<file path="src/rtl/gen_pattern_pkg.sv">
// Shared definitions for the pattern data generator: mode codes, FSM states
// and the checkerboard constant helper.
package gen_pattern_pkg;

  localparam logic [1:0] MODE_RAMP  = 2'd0;
  localparam logic [1:0] MODE_CONST = 2'd1;
  localparam logic [1:0] MODE_WALK  = 2'd2;
  localparam logic [1:0] MODE_CHECK = 2'd3;

  typedef enum logic [1:0] {
    ST_IDLE,
    ST_RUN,
    ST_GAP
  } state_e;

  // Bit idx of the even-row checkerboard constant (0b...1010): odd bit positions are set.
  function automatic logic checker_bit(input int idx);
    return (idx % 2) == 1;
  endfunction

endpackage

</file>
<file path="src/rtl/gen_pattern_word.sv">
// Combinational pattern generator: maps (mode, row, constant) to one pattern word.
module gen_pattern_word
  import gen_pattern_pkg::*;
#(
  parameter int WORD_W = 12,
  parameter int ROW_W  = 6
) (
  input  logic [1:0]        mode_i,
  input  logic [ROW_W-1:0]  row_i,
  input  logic [WORD_W-1:0] const_i,
  output logic [WORD_W-1:0] word_o
);

  genvar gi;

  logic [WORD_W-1:0] ramp_word;
  logic [WORD_W-1:0] check_even;
  logic [31:0]       walk_idx;

  // Ramp is the full-width row index truncated (or zero-extended) to WORD_W.
  generate
    if (ROW_W >= WORD_W) begin : g_ramp_trunc
      assign ramp_word = row_i[WORD_W-1:0];
    end else begin : g_ramp_ext
      assign ramp_word = {{(WORD_W - ROW_W){1'b0}}, row_i};
    end
  endgenerate

  // Even-row checkerboard constant, assembled bit by bit for any width.
  generate
    for (gi = 0; gi < WORD_W; gi++) begin : g_check
      assign check_even[gi] = checker_bit(gi);
    end
  endgenerate

  assign walk_idx = 32'(row_i) % 32'(WORD_W);

  // Select the pattern for the requested mode.
  always_comb begin
    word_o = ramp_word;
    case (mode_i)
      MODE_RAMP:  word_o = ramp_word;
      MODE_CONST: word_o = const_i;
      MODE_WALK:  word_o = {{(WORD_W - 1){1'b0}}, 1'b1} << walk_idx;
      MODE_CHECK: word_o = row_i[0] ? ~check_even : check_even;
      default:    word_o = ramp_word;
    endcase
  end

endmodule

</file>
<file path="src/rtl/gen_pattern_data.sv">
// Frame-based test pattern source with valid/ready output, run/stop control
// and an optional idle gap between frames. SR_OUT flags the last row.
module gen_pattern_data
  import gen_pattern_pkg::*;
#(
  parameter int ROWS       = 48,
  parameter int WORD_W     = 12,
  parameter int FRAME_W    = 4,
  parameter int GAP_CYCLES = 0
) (
  input  logic                      CLK,
  input  logic                      RST_N,
  input  logic                      EN,
  input  logic [1:0]                MODE,
  input  logic [WORD_W-1:0]         CONST_VAL,
  input  logic                      READY_IN,
  output logic [FRAME_W+WORD_W-1:0] DATA_OUT,
  output logic                      VALID_OUT,
  output logic                      SR_OUT,
  output logic                      BUSY
);

  localparam int               ROW_W    = $clog2(ROWS);
  localparam logic [ROW_W-1:0] LAST_ROW = ROW_W'(ROWS - 1);
  localparam int               GAP_W    = (GAP_CYCLES > 1) ? $clog2(GAP_CYCLES) : 1;
  localparam logic [GAP_W-1:0] GAP_LAST = GAP_W'((GAP_CYCLES > 0) ? GAP_CYCLES - 1 : 0);
  localparam bit               HAS_GAP  = GAP_CYCLES > 0;

  state_e                      state_q, state_d;
  logic [ROW_W-1:0]            row_q, row_d;
  logic [FRAME_W-1:0]          frame_q, frame_d;
  logic [1:0]                  mode_q, mode_d;
  logic [WORD_W-1:0]           const_q, const_d;
  logic [FRAME_W+WORD_W-1:0]   data_q, data_d;
  logic                        valid_q, valid_d;
  logic                        sr_q, sr_d;
  logic [GAP_W-1:0]            gap_q, gap_d;

  logic              beat;
  logic              last_row;
  logic              frame_end;
  logic              gap_done;
  logic              start_frame;
  logic              advance;
  logic [1:0]        gen_mode;
  logic [WORD_W-1:0] gen_const;
  logic [ROW_W-1:0]  gen_row;
  logic [WORD_W-1:0] gen_word;

  // Frame control events. A new frame starts from IDLE, straight after the
  // last beat when there is no gap, or when the gap expires -- only with EN.
  assign beat        = valid_q & READY_IN;
  assign last_row    = (row_q == LAST_ROW);
  assign frame_end   = (state_q == ST_RUN) && beat && last_row;
  assign gap_done    = (state_q == ST_GAP) && (gap_q == GAP_LAST);
  assign start_frame = EN && ((state_q == ST_IDLE) || (frame_end && !HAS_GAP) || gap_done);
  assign advance     = (state_q == ST_RUN) && beat && !last_row;

  // Row 0 of a new frame uses the live MODE/CONST_VAL; later rows use the latched copy.
  assign gen_mode  = start_frame ? MODE : mode_q;
  assign gen_const = start_frame ? CONST_VAL : const_q;
  assign gen_row   = start_frame ? '0 : row_q + 1'b1;

  gen_pattern_word #(
    .WORD_W (WORD_W),
    .ROW_W  (ROW_W)
  ) u_word (
    .mode_i  (gen_mode),
    .row_i   (gen_row),
    .const_i (gen_const),
    .word_o  (gen_word)
  );

  // Next-state logic. Loads happen only on a beat or while VALID_OUT is low,
  // so the output register never changes under a stall.
  always_comb begin
    state_d = state_q;
    row_d   = row_q;
    frame_d = frame_q;
    mode_d  = mode_q;
    const_d = const_q;
    data_d  = data_q;
    valid_d = valid_q;
    sr_d    = sr_q;
    gap_d   = gap_q;

    if (frame_end) begin
      frame_d = frame_q + 1'b1;
    end

    if (start_frame) begin
      state_d = ST_RUN;
      mode_d  = MODE;
      const_d = CONST_VAL;
    end

    if (start_frame || advance) begin
      row_d   = gen_row;
      data_d  = {frame_d, gen_word};
      valid_d = 1'b1;
      sr_d    = (gen_row == LAST_ROW);
    end else if (frame_end) begin
      valid_d = 1'b0;
      sr_d    = 1'b0;
      gap_d   = '0;
      state_d = HAS_GAP ? ST_GAP : ST_IDLE;
    end else if (state_q == ST_GAP) begin
      if (gap_done) begin
        state_d = ST_IDLE;
      end else begin
        gap_d = gap_q + 1'b1;
      end
    end
  end

  // State and output registers with asynchronous abort.
  always_ff @(posedge CLK or negedge RST_N) begin
    if (!RST_N) begin
      state_q <= ST_IDLE;
      row_q   <= '0;
      frame_q <= '0;
      mode_q  <= MODE_RAMP;
      const_q <= '0;
      data_q  <= '0;
      valid_q <= 1'b0;
      sr_q    <= 1'b0;
      gap_q   <= '0;
    end else begin
      state_q <= state_d;
      row_q   <= row_d;
      frame_q <= frame_d;
      mode_q  <= mode_d;
      const_q <= const_d;
      data_q  <= data_d;
      valid_q <= valid_d;
      sr_q    <= sr_d;
      gap_q   <= gap_d;
    end
  end

  assign DATA_OUT  = data_q;
  assign VALID_OUT = valid_q;
  assign SR_OUT    = sr_q;
  assign BUSY      = (state_q != ST_IDLE);

endmodule

</file>
<file path="config.mk">
export PLATFORM = sky130hd
export DESIGN_NAME = gen_pattern_data
export DESIGN_NICKNAME = d
export VERILOG_FILES = /design/src/rtl/gen_pattern_pkg.sv /design/src/rtl/gen_pattern_word.sv /design/src/rtl/gen_pattern_data.sv
export SDC_FILE = /design/constraint.sdc
export NUM_CORES = 1
export LEC_CHECK = 0
export CAP_MARGIN = 10
export CORE_UTILIZATION = 52
export CTS_BUF_LIST = sky130_fd_sc_hd__clkbuf_4 sky130_fd_sc_hd__clkbuf_8
export CTS_CLUSTER_SIZE = 40
export DETAILED_ROUTE_END_ITERATION = 7
export GPL_TIMING_DRIVEN = 0
export PLACE_DENSITY = 0.76
export SLEW_MARGIN = 20
export SYNTH_ARGS = -nofsm -noshare
export SYNTH_HDL_FRONTEND = slang
export SYNTH_SLANG_ARGS = --single-unit
</file>
<file path="constraint.sdc">
create_clock -name CLK -period 3.8 [get_ports CLK]
set_input_delay 0.38 -clock CLK [delete_from_list [all_inputs] [get_ports CLK]]
set_output_delay 0.38 -clock CLK [all_outputs]
set_load 0.02 [all_outputs]
</file>
After elaboration in Yosys (flattened, before gate mapping)
Index checks and enable logic that the tools add are counted.
{"block": "classes", "n_addsub": 3, "multipliers": 0, "n_div": 1, "magnitude_cmp": 0, "n_eq_ne": 8, "n_shift": 1, "mux": 17, "bitwise_logic": 3, "reduce_logical": 15}
{"cell": "case mux 12 bit (4 select lines)", "count": 1}
{"cell": "remainder unit 6 x 4 -> 32 bit, second input constant", "count": 1}
{"cell": "left shift 1 x 32 -> 12 bit, first input constant", "count": 1}
{"cell": "two-way mux 12 bit", "count": 2}
{"cell": "equality test 6 bit, second input constant", "count": 2}
{"cell": "two-way mux 2 bit", "count": 6}
{"cell": "adder 6 x 1 -> 6 bit, second input constant", "count": 1}
{"cell": "equality test 2 bit, second input constant", "count": 3}
{"cell": "two-way mux 1 bit", "count": 6}
{"cell": "two-way mux 6 bit", "count": 1}
{"cell": "nonzero test 2 bit", "count": 3}
{"cell": "logical AND 1 bit", "count": 5}
{"cell": "adder 4 x 1 -> 4 bit, second input constant", "count": 1}
{"cell": "equality test 2 x 1 -> 1 bit, second input constant", "count": 2}
{"cell": "logical NOT 2 bit", "count": 2}
{"cell": "two-way mux 4 bit", "count": 1}
{"cell": "logical OR 1 bit", "count": 3}
{"cell": "AND reduction 3 bit", "count": 1}
{"cell": "!= test 2 bit, second input constant", "count": 1}
{"cell": "inverter 1 bit", "count": 2}
{"cell": "adder 1 bit, second input constant", "count": 1}
{"cell": "AND 1 bit", "count": 1}
{"cell": "logical NOT 1 bit", "count": 1}
{"block": "word_totals", "register_bits": 45, "latch_bits": 0, "ramBits": 0, "mem_bits_ro": 0, "inputBits": 18, "out_inout_bits": 19, "memories": 0}

Longest topological paths before layout
Gate-level depths: netlist (run 1).
{"block": "depth", "depth_word": 11, "ltp_mapped": 18, "ltp_nobuf": 16}

Hierarchy
A second synthesis (run 1) with hierarchy kept.
{"block": "hier_totals", "cells_unflattened": 227, "hier_area_um2": 2593.7}
{"module": "gen_pattern_data", "instances": 1, "cells_each": 145, "area_per_inst_um2": 2040.7}
{"module": "gen_pattern_word", "instances": 1, "cells_each": 82, "area_per_inst_um2": 553.0}

Worst setup path before layout (run 1)
OpenSTA, ideal clock, no wires.
{"block": "synth_timing", "kind": "flip-flop to flip-flop", "from": "reg row_q[1]", "to": "reg data_q[10] (netlist: DATA_OUT[10])", "setup_time_ns": 0.121, "t_arrival_ns": 4.047, "required_time_ns": 3.679, "slack_ns": -0.368, "stages_incl_launch_ff": 19, "n_path_buf": 2, "synth_period_minus_slack_ns": 4.168, "path_cell_list": "dfrtp_1 -> ha_1 -> and4b_1 -> nand3_1 -> nand2_1 -> buf_2 -> buf_1 -> nor2_1 -> ha_1 -> and3b_1 -> mux2i_1 -> xnor2_1 -> a211oi_4 -> ha_1 -> a221o_1 -> and3_4 -> a31oi_4 -> o221ai_2 -> a22o_1"}
{"block": "synth_via", "elab_chain_cells": 9, "word_cells_on_any_way": 20, "classes_between": "add/sub: 1; div: 1; eq/ne: 4; shift: 1; mux: 5; reduce/logical: 8"}
{"item": "start: declaration", "line": "gen_pattern_data.sv:30", "source": "logic [ROW_W-1:0] row_q, row_d;"}
{"item": "start signal: assignment", "line": "gen_pattern_data.sv:130", "source": "row_q <= row_d;"}
{"item": "parallel branches: the longest is 5 deep, another holds adder 6 x 1 -> 6 bit"}
{"item": "two-way mux 6 bit *", "line": "gen_pattern_data.sv:62", "source": "assign gen_row = start_frame ? '0 : row_q + 1'b1;"}
{"item": "named net gen_row[5]", "line": "gen_pattern_data.sv:47", "source": "logic [ROW_W-1:0] gen_row;"}
{"item": "remainder unit 6 x 4 -> 32 bit *", "line": "gen_pattern_word.sv:36", "source": "assign walk_idx = 32'(row_i) % 32'(WORD_W);"}
{"item": "left shift 1 x 32 -> 12 bit *", "line": "gen_pattern_word.sv:44", "source": "MODE_WALK: word_o = {{(WORD_W - 1){1'b0}}, 1'b1} << walk_idx;"}
{"item": "case mux 12 bit (4 select lines) *", "line": "gen_pattern_word.sv:41", "source": "case (mode_i)"}
{"item": "end signal: assignment", "line": "gen_pattern_data.sv:134", "source": "data_q <= data_d;"}
{"item": "end: declaration", "line": "gen_pattern_data.sv:34", "source": "logic [FRAME_W+WORD_W-1:0] data_q, data_d;"}
Mark *: on every way through the listed nets, which the timed path passes.
A chain may end at the register's enable or synchronous reset.

Worst setup path in the final report (run 1)
{"block": "layout_timing", "from": "reg row_q[0]", "to": "reg data_q[10] (netlist: DATA_OUT[10])"}
{"block": "layout_via", "elab_chain_cells": 9, "word_cells_on_any_way": 20, "classes_between": "add/sub: 1; div: 1; eq/ne: 4; shift: 1; mux: 5; reduce/logical: 8"}
{"item": "parallel branches: the longest is 9 deep, another holds remainder unit 6 x 4 -> 32 bit"}
Parallel ways; which one is timed is not known.

==> results of run 1 <==
==> stage by stage <==
step | power [mW] | setup slack (ps) | instances | util
after floorplan | 1.55 | 4.61 | 289 | -
after global placement | 1.89 | -678 | 395 | 0.631
after detailed placement | 1.92 | -764 | 396 | 0.634
after CTS | 2.28 | 14.2 | 407 | 0.664
after global routing | 2.55 | -1.27 | 417 | 0.690
final | 2.39 | 172 | 417 | 0.690
==> power by group <==
group	switching, mW	internal [mW]
registers	0.0926	0.626
logic	0.737	0.615
clock network	0.170	0.148
==> state kept, by name, summed over array words and instances (netlist names) <==
register and count:
DATA_OUT 16, const_q 12, row_q 6, frame_q 4, mode_q 2, state_q 2, SR_OUT 1, VALID_OUT 1
gap_q 1
==> cells by family (layout without fill, tap and decap cells) <==
group           after synthesis  in the layout  share of synthesized area
simple gates                126            126                      0.239
mux                          16             16                     0.0606
flops                        45             45                      0.410
buf+inv                      22             80                     0.0401
compound gates               65             65                      0.197
xor+xnor                     11             11                     0.0351
fa+ha+maj                     4              4                     0.0182
==> cell usage after synthesis (all sizes together) (6+ instances only) <==
library cell	n
nand3	8
o221ai	6
a21boi	7
nand2	47
nor3	8
a21oi	12
buf	9
xnor2	9
o21ai	9
dfrtp	45
nor2	32
inv	11
mux2i	11
==> final timing paths <==
check                             from      endpoint  cells past startpoint
max in group asynchronous        RST_N      row_q[1]                      2
setup reg to reg              row_q[0]  DATA_OUT[10]                     16
setup / recovery              row_q[0]  DATA_OUT[10]                     16
min in group CLK           const_q[11]   const_q[11]                      2
hold reg to reg            const_q[11]   const_q[11]                      2
hold / removal                   RST_N     VALID_OUT                      1
==> final cells by class <==
cell class                      count  area (µm²)  share of cell area
Multi-Input combinational cell    222        1610               0.456
Sequential cell                    45        1130               0.320
Timing Repair Buffer               51         483               0.137
Tap cell                           70        87.6              0.0249
Clock buffer                        6        82.6              0.0234
Buffer                             10        80.1              0.0227
Inverter                           11        41.3              0.0117
Clock inverter                      2        13.8             0.00391
==> worst max-delay path: cells and delay by family, from the launching register on <==
kind | cells | cell delay (ps)
AND/OR/NAND/NOR | 3 | 660
multiplexers | 1 | 230
buffers and inverters | 1 | 70
AO/OA/AOI/OAI | 7 | 1260
flip-flops | 1 | 450
adder cells (fa/ha/maj) | 3 | 680
XOR/XNOR | 1 | 160
==> layer usage <==
layer	global-route usage	share of wire
met1	0.351	0.43
met3	0.0415	0.061
met4	0.0901	0.020
met5	0	0
met2	0.445	0.49
==> timing repair <==
| action | 4_1_cts | 5_1_grt |
|---|---|---|
| setup endpoints to repair | 12 | 12 |
| gates resized for setup | 8 | 10 |
| buffers inserted | 4 | 10 |
| pin swaps | 3 | 5 |
| cloned | 0 | 0 |
==> impl_metrics.toml, run 1 <==
[synth]
avgSynthCellArea_um2 = 9.51
synth.top_cell.area_share = 0.410
synthCells = 289
synth_top_cell_by_area = "dfrtp_1"
ys_ff_latch = 45
synthFlopType = "dfrtp_1"
ys_warn_count = 0
synth_edf_count = 0
synth_area_leaders = "dfrtp_1 41%, nand2_1 6.4%, mux2i_1 4.0%"
synth.distinct_cells = 68
async_reset_ff_frac = 1.00
netlist_area_um2 = 2750
syn-num-nets = 311
ys_seq_area_frac = 0.410

[final_layout]
final_common_cell = "nand2_1"
antenna_cells_inserted = 0
fin_nets = 368
final_cell_mix = "46 x nand2_1, 43 x dfrtp_1, 34 x clkdlybuf4s50_1"
fillers = 407
syn2layout_area_growth_pct = 28.2
final_area_um2 = 3520
drive_above_1_share = 0.213

[power]
p_leak_nw = 1.60
p_per_area_nw_per_um2 = 678
max-vdd-ir-drop_v = 0.000428

[worst_setup_path]
required_ps = 4000
path_cells = "ha_4 -> and4b_2 -> o21ai_1 -> a21o_2 -> inv_2 -> ha_1 -> and3b_1 -> mux2i_2 -> xnor2_2 -> a211oi_4 -> ha_4 -> a221o_1 -> and3_4 -> a31oi_4 -> o221ai_2 -> a22o_1"
slowest_stage = "dfrtp_2"
cp.arrival_ps = 3830
path_max_fanout = 5
critPathMostFrequentCell = "ha_4"
cpPeakStageDelay_ps = 450
rrSetupSlack_ps = 170
startpoint_type = "flop"
worstSetupEndpointType = "flop"
path_class = "reg -> reg"

[floorplan]
start_util = 0.538
fp.dieW_um = 74.7
dieHeight_um = 74.7
num_rows = 26
core_area_um2 = 5110
dieArea_um2 = 5580
pin_count = 37

[timing]
hold_slack_ps = 0.191
maxSlewHeadroom = 0.611
max_freq_mhz = 276
hold_viol = 0
skew_ps = 5.33
setup_viol = 0
fin_crit_ps = 3630
drv_slew = 0
fin_crit_sh = 0.955
worst_pin_slew_ps = 584
tns_ps = 0

[drt]
wl_um = 6940
vias = 2463
drc = 0
drt_iter0_drc = 166
detail_route.wl_per_cell_um = 16.6
drt-vias-per-instance = 5.91
drt_pass1_iterations = 5
antenna_left = 0

[cts]
htree_levels = 2
cts_root_buf = "clkbuf_8"
clkLatencyLatePin_ps = 300
cts_hold_buf = 0
cts_tree = "done"
cts_sinks = 45
path_clk_slew_ps = 90
cts_buffers = 5
cts.path.max_buffers = 2

[status]
outcome = "complete, no violations"

[global_route]
grt_max_degree = 30
grt_pass1_vias = 2196
antenna_found_initial = 0
grt-ovfl-total = 0
grt_use_total = 0.265
grt_pass1_wl_um = 10900

[worst_hold_path]
hp-class = "in -> async"

[placed_design]
place_hpwl_um = 5040
port_buffers = 36
placed_area_um2 = 3240
place_congestion = 0.905

[run]
cap_violations = 0
(Power assumes the default switching activity.)
==> run 2: changes to the inputs <==
--- a/config.mk
+++ b/config.mk
@@ -6,11 +6,12 @@
 export NUM_CORES = 1
 export LEC_CHECK = 0
 export CAP_MARGIN = 10
-export CORE_UTILIZATION = 52
+export CORE_UTILIZATION = 60
 export CTS_BUF_LIST = sky130_fd_sc_hd__clkbuf_4 sky130_fd_sc_hd__clkbuf_8
 export CTS_CLUSTER_SIZE = 40
 export DETAILED_ROUTE_END_ITERATION = 7
-export GPL_TIMING_DRIVEN = 0
+export DONT_BUFFER_PORTS = 1
+export GPL_TIMING_DRIVEN = 1
 export PLACE_DENSITY = 0.76
 export SLEW_MARGIN = 20
 export SYNTH_ARGS = -nofsm -noshare
==> impl_metrics.toml, run 2 (synthesis results as in run 1) <==
[status]
outcome = "complete, no violations"

[worst_setup_path]
slowest_stage = "dfrtp_2"
path_class = "reg -> reg"
startpoint_type = "flop"
path_max_fanout = 6
path_cells = "ha_4 -> and4b_2 -> o21ai_1 -> a21o_2 -> inv_2 -> ha_1 -> and3b_1 -> mux2i_4 -> xnor2_2 -> a211oi_4 -> ha_2 -> a221o_2 -> and3_4 -> a31oi_4 -> o221ai_2 -> a22o_1"
required_ps = 4000
cpPeakStageDelay_ps = 420
worstSetupEndpointType = "flop"
cp.arrival_ps = 3890

[global_route]
grt-ovfl-total = 0
grt_use_total = 0.285
grt_pass1_wl_um = 10800
antenna_found_initial = 0
grt_pass1_vias = 2174
grt_max_degree = 46

[timing]
hold_viol = 0
setup_ws_ps = 115
hold_slack_ps = 212
max_freq_mhz = 271
fin_crit_ps = 3690
setup_viol = 0
skew_ps = 4.77
drv_slew = 0
tns_ps = 0
rsz0062_at_grt = "no"
fin_crit_sh = 0.970
worst_pin_slew_ps = 1130
maxSlewHeadroom = 0.241

[power]
power_mw = 2.19
p_per_area_nw_per_um2 = 716
max-vdd-ir-drop_v = 0.000421
p_leak_nw = 1.41

[floorplan]
num_rows = 24
core_area_um2 = 4380
dieHeight_um = 69.7
start_util = 0.627
dieArea_um2 = 4850
fp.dieW_um = 69.7
pin_count = 37

[final_layout]
final_cell_mix = "46 x nand2_1, 42 x dfrtp_1, 28 x nor2_1"
final_area_um2 = 3060
syn2layout_area_growth_pct = 11.5
final_common_cell = "nand2_1"
largest_reg_flops = 16
drive_above_1_share = 0.209
finalCoreUtilization = 0.699
fillers = 331
stdcell_count = 353
fin_nets = 322
antenna_cells_inserted = 0

[cts]
cts.path.max_buffers = 2
cts_tree = "done"
cts_buffers = 5
clkLatencyLatePin_ps = 310
path_clk_slew_ps = 90
htree_levels = 2
cts_sinks = 45
cts_root_buf = "clkbuf_8"

[worst_hold_path]
hp-class = "in -> reg"

[placed_design]
dp_slack_ps = 89.9
dp_cells = 341
place_hpwl_um = 4620
port_buffers = 0
place_congestion = 0.950
placed_area_um2 = 2850

[drt]
detail_route.wl_per_cell_um = 18.4
antenna_left = 0
drt-vias-per-instance = 6.21
drt_iter0_drc = 174
drc = 0
vias = 2191
drt_pass1_iterations = 4
wl_um = 6500

[run]
cap_violations = 0
run 2: cell count changes in the layout (fill, tap and decap cells not counted), sizes merged:
| cell | before | now |
|---|---|---|
| clkbuf | 8 | 5 |
| dlygate4sd3 | 0 | 1 |
| clkdlybuf4s50 | 34 | 0 |
| dlymetal6s2s | 1 | 0 |
| buf | 24 | 14 |
| clkinv | 2 | 1 |
| clkinvlp | 0 | 1 |
| inv | 11 | 12 |
run 2: routing by layer:
metal	routed length, µm	part of all wire	up-vias	global-route usage
met4	85	0.013	0	0.0956
met5	0	0	-	0
met3	414	0.064	8	0.0683
li1	-	-	1051	-
met2	3170	0.49	68	0.450
met1	2820	0.43	1064	0.388
run 2: final timing paths:
| check | start | endpoint | slack [ps] | cells past startpoint |
|---|---|---|---|---|
| min in group asynchronous | RST_N | DATA_OUT[13] | 600 | 2 |
| max reg2reg | row_q[1] | DATA_OUT[10] | 110 | 16 |
| min reg2reg | frame_q[3] | frame_q[3] | 480 | 1 |
| max | row_q[1] | DATA_OUT[10] | 110 | 16 |
| max in group asynchronous | RST_N | row_q[1] | 2970 | 2 |
| min | MODE[0] | mode_q[0] | 210 | 2 |
run 2: area by class of cell:
cell class                      instances  area, µm²  share of cell area
Clock buffer                            5       68.8              0.0225
Clock inverter                          3       21.3             0.00694
Inverter                               11       41.3              0.0135
Multi-Input combinational cell        222       1590               0.519
Sequential cell                        45       1130               0.369
Tap cell                               52       65.1              0.0212
Timing Repair Buffer                   15        148              0.0482
run 2: repair_timing:
action	4_1_cts	5_1_grt
buffers inserted	0	2
hold endpoints to repair	45	0
endpoints found under the setup margin	0	11
hold buffers	2	0
gates resized for setup	0	12
run 2: worst max-delay path: cells and delay by family, from the launching register on:
kind / cells / cell delay [ps]
simple gates: 3 / 770
fa+ha+maj: 3 / 650
buf+inv: 1 / 90
mux: 1 / 90
compound gates: 7 / 1340
xor+xnor: 1 / 230
flops: 1 / 420
run 2: power by group:
| group | internal [mW] | switching, mW |
|---|---|---|
| combinational | 0.460 | 0.599 |
| sequential | 0.626 | 0.197 |
| clock | 0.131 | 0.179 |
==> run 3: changes to the inputs <==
--- a/config.mk
+++ b/config.mk
@@ -6,13 +6,15 @@
 export NUM_CORES = 1
 export LEC_CHECK = 0
 export CAP_MARGIN = 10
-export CORE_UTILIZATION = 60
+export CELL_PAD_IN_SITES_DETAIL_PLACEMENT = 0
+export CELL_PAD_IN_SITES_GLOBAL_PLACEMENT = 1
+export CORE_UTILIZATION = 46
 export CTS_BUF_LIST = sky130_fd_sc_hd__clkbuf_4 sky130_fd_sc_hd__clkbuf_8
 export CTS_CLUSTER_SIZE = 40
 export DETAILED_ROUTE_END_ITERATION = 7
 export DONT_BUFFER_PORTS = 1
 export GPL_TIMING_DRIVEN = 1
-export PLACE_DENSITY = 0.76
+export PLACE_DENSITY = 0.75
 export SLEW_MARGIN = 20
 export SYNTH_ARGS = -nofsm -noshare
 export SYNTH_HDL_FRONTEND = slang
==> impl_metrics.toml, run 3 (synthesis results as in run 1) <==
[worst_setup_path]
path_max_fanout = 6
path_cells = "ha_4 -> and4b_2 -> o21ai_1 -> a21o_2 -> inv_2 -> ha_4 -> and3b_1 -> mux2i_2 -> xnor2_2 -> a211oi_4 -> ha_2 -> a221o_2 -> and3_4 -> a31oi_4 -> o221ai_2 -> a22o_1"
cpPeakStageDelay_ps = 480
required_ps = 4000
cp.arrival_ps = 3830
worstSetupEndpointType = "flop"
startpoint_type = "flop"
slowest_stage = "dfrtp_2"
critPathMostFrequentCell = "ha_4"
path_class = "reg -> reg"

[final_layout]
drive_above_1_share = 0.212
final_area_um2 = 3110
antenna_cells_inserted = 0
final_cell_mix = "46 x nand2_1, 43 x dfrtp_1, 29 x nor2_1"
fin_nets = 327
syn2layout_area_growth_pct = 13.3
final_common_cell = "nand2_1"
largest_reg_flops = 16

[placed_design]
place_congestion = 0.879
placed_area_um2 = 2880
port_buffers = 0
place_hpwl_um = 4930
dp_slack_ps = 46.5

[cts]
cts_root_buf = "clkbuf_8"
cts.path.max_buffers = 2
cts_sinks = 45
clkLatencyLatePin_ps = 310
cts_tree = "done"
path_clk_slew_ps = 100
cts_buffers = 5
htree_levels = 2

[floorplan]
dieArea_um2 = 6290
fp.dieW_um = 79.3
core_area_um2 = 5640
pin_count = 37
start_util = 0.487
dieHeight_um = 79.3
num_rows = 27

[drt]
drt_pass1_iterations = 4
drt-vias-per-instance = 5.75
detail_route.wl_per_cell_um = 17.9
antenna_left = 0
drc = 0
wl_um = 6780
drt_iter0_drc = 133
vias = 2175

[timing]
max_freq_mhz = 276
hold_viol = 0
setup_viol = 0
hold_slack_ps = 200
skew_ps = 11.6
worst_pin_slew_ps = 702
setup_ws_ps = 171
drv_slew = 0
fin_crit_ps = 3630
maxSlewHeadroom = 0.519
fin_crit_sh = 0.955

[power]
max-vdd-ir-drop_v = 0.000390
power_switching_uw = 993
swShare = 0.448
power_mw = 2.21
p_int_mw = 1.22
combPwrFrac = 0.477
p_leak_nw = 1.42
power.share.clock = 0.145
seq_power_share = 0.378
p_per_area_nw_per_um2 = 711

[global_route]
grt_pass1_wl_um = 11300
grt_use_total = 0.237
grt-ovfl-total = 0
grt_max_degree = 46
grt_pass1_vias = 2270
antenna_found_initial = 0

[run]
cap_violations = 0

[worst_hold_path]
hp-class = "in -> reg"

[status]
outcome = "complete, no violations"
## run 3: changes by cell type in the layout (fill, tap and decap cells not counted), sizes merged
cell,previous run,this run
buf,14,19
## run 3: final cells by class
cell class / count / area [µm²]
multi-input combinational: 222 / 1590
fill: 495 / 2530
clock inverter: 3 / 25.0
tap: 72 / 90.1
sequential: 45 / 1130
clock buffer: 5 / 68.8
inverter: 11 / 41.3
timing repair buffer: 20 / 173
## run 3: critical path, delay by kind of cell (launching register included)
| kind | cells | cell delay [ps] |
|---|---|---|
| XOR/XNOR | 1 | 170 |
| flip-flops | 1 | 480 |
| adder cells (fa/ha/maj) | 3 | 680 |
| multiplexers | 1 | 250 |
| buffers and inverters | 1 | 70 |
| AO/OA/AOI/OAI | 7 | 1250 |
| AND/OR/NAND/NOR | 3 | 610 |
## run 3: worst paths after layout
check / startpoint / end / slack, ps / depth (start not counted)
worst max-delay path: row_q[0] / DATA_OUT[10] / 170 / 16
worst min-delay path: CONST_VAL[8] / const_q[8] / 200 / 2
worst max register to register: row_q[0] / DATA_OUT[10] / 170 / 16
worst min register to register: const_q[7] / const_q[7] / 480 / 2
max in group asynchronous: RST_N / DATA_OUT[9] / 3020 / 2
min in group asynchronous: RST_N / row_q[5] / 560 / 2
## run 3: metrics by stage
stage / utilization / setup TNS, ps / std cells
after CTS: 0.534 / 0 / 372
final: 0.552 / 0 / 378
after detailed placement: 0.510 / 0 / 362
after global placement: 0.510 / 0 / 362
after global routing: 0.552 / -35.0 / 378
after floorplan: - / 0 / 289
## run 3: layer usage
| layer | GRT usage | routed length [µm] | vias up |
|---|---|---|---|
| met4 | 0.0691 | 102 | 0 |
| met5 | 0 | 0 | - |
| met1 | 0.322 | 3220 | 1062 |
| met2 | 0.384 | 3240 | 41 |
| met3 | 0.0437 | 221 | 12 |
| li1 | - | - | 1060 |
## run 3: timing repair
action,in CTS,in global routing
setup endpoints to repair,0,12
endpoints found under the hold margin,45,0
hold buffers,2,0
setup buffers,0,6
gates resized for setup,0,9
## run 3: power groups by stage
stage | Combinational (mW) | Sequential (mW) | Clock, mW
after floorplan | 0.750 | 0.800 | 0
after global placement | 0.943 | 0.842 | 0
after detailed placement | 0.941 | 0.848 | 0
after CTS | 0.962 | 0.839 | 0.326
after global routing | 1.16 | 0.858 | 0.351
final | 1.06 | 0.837 | 0.321
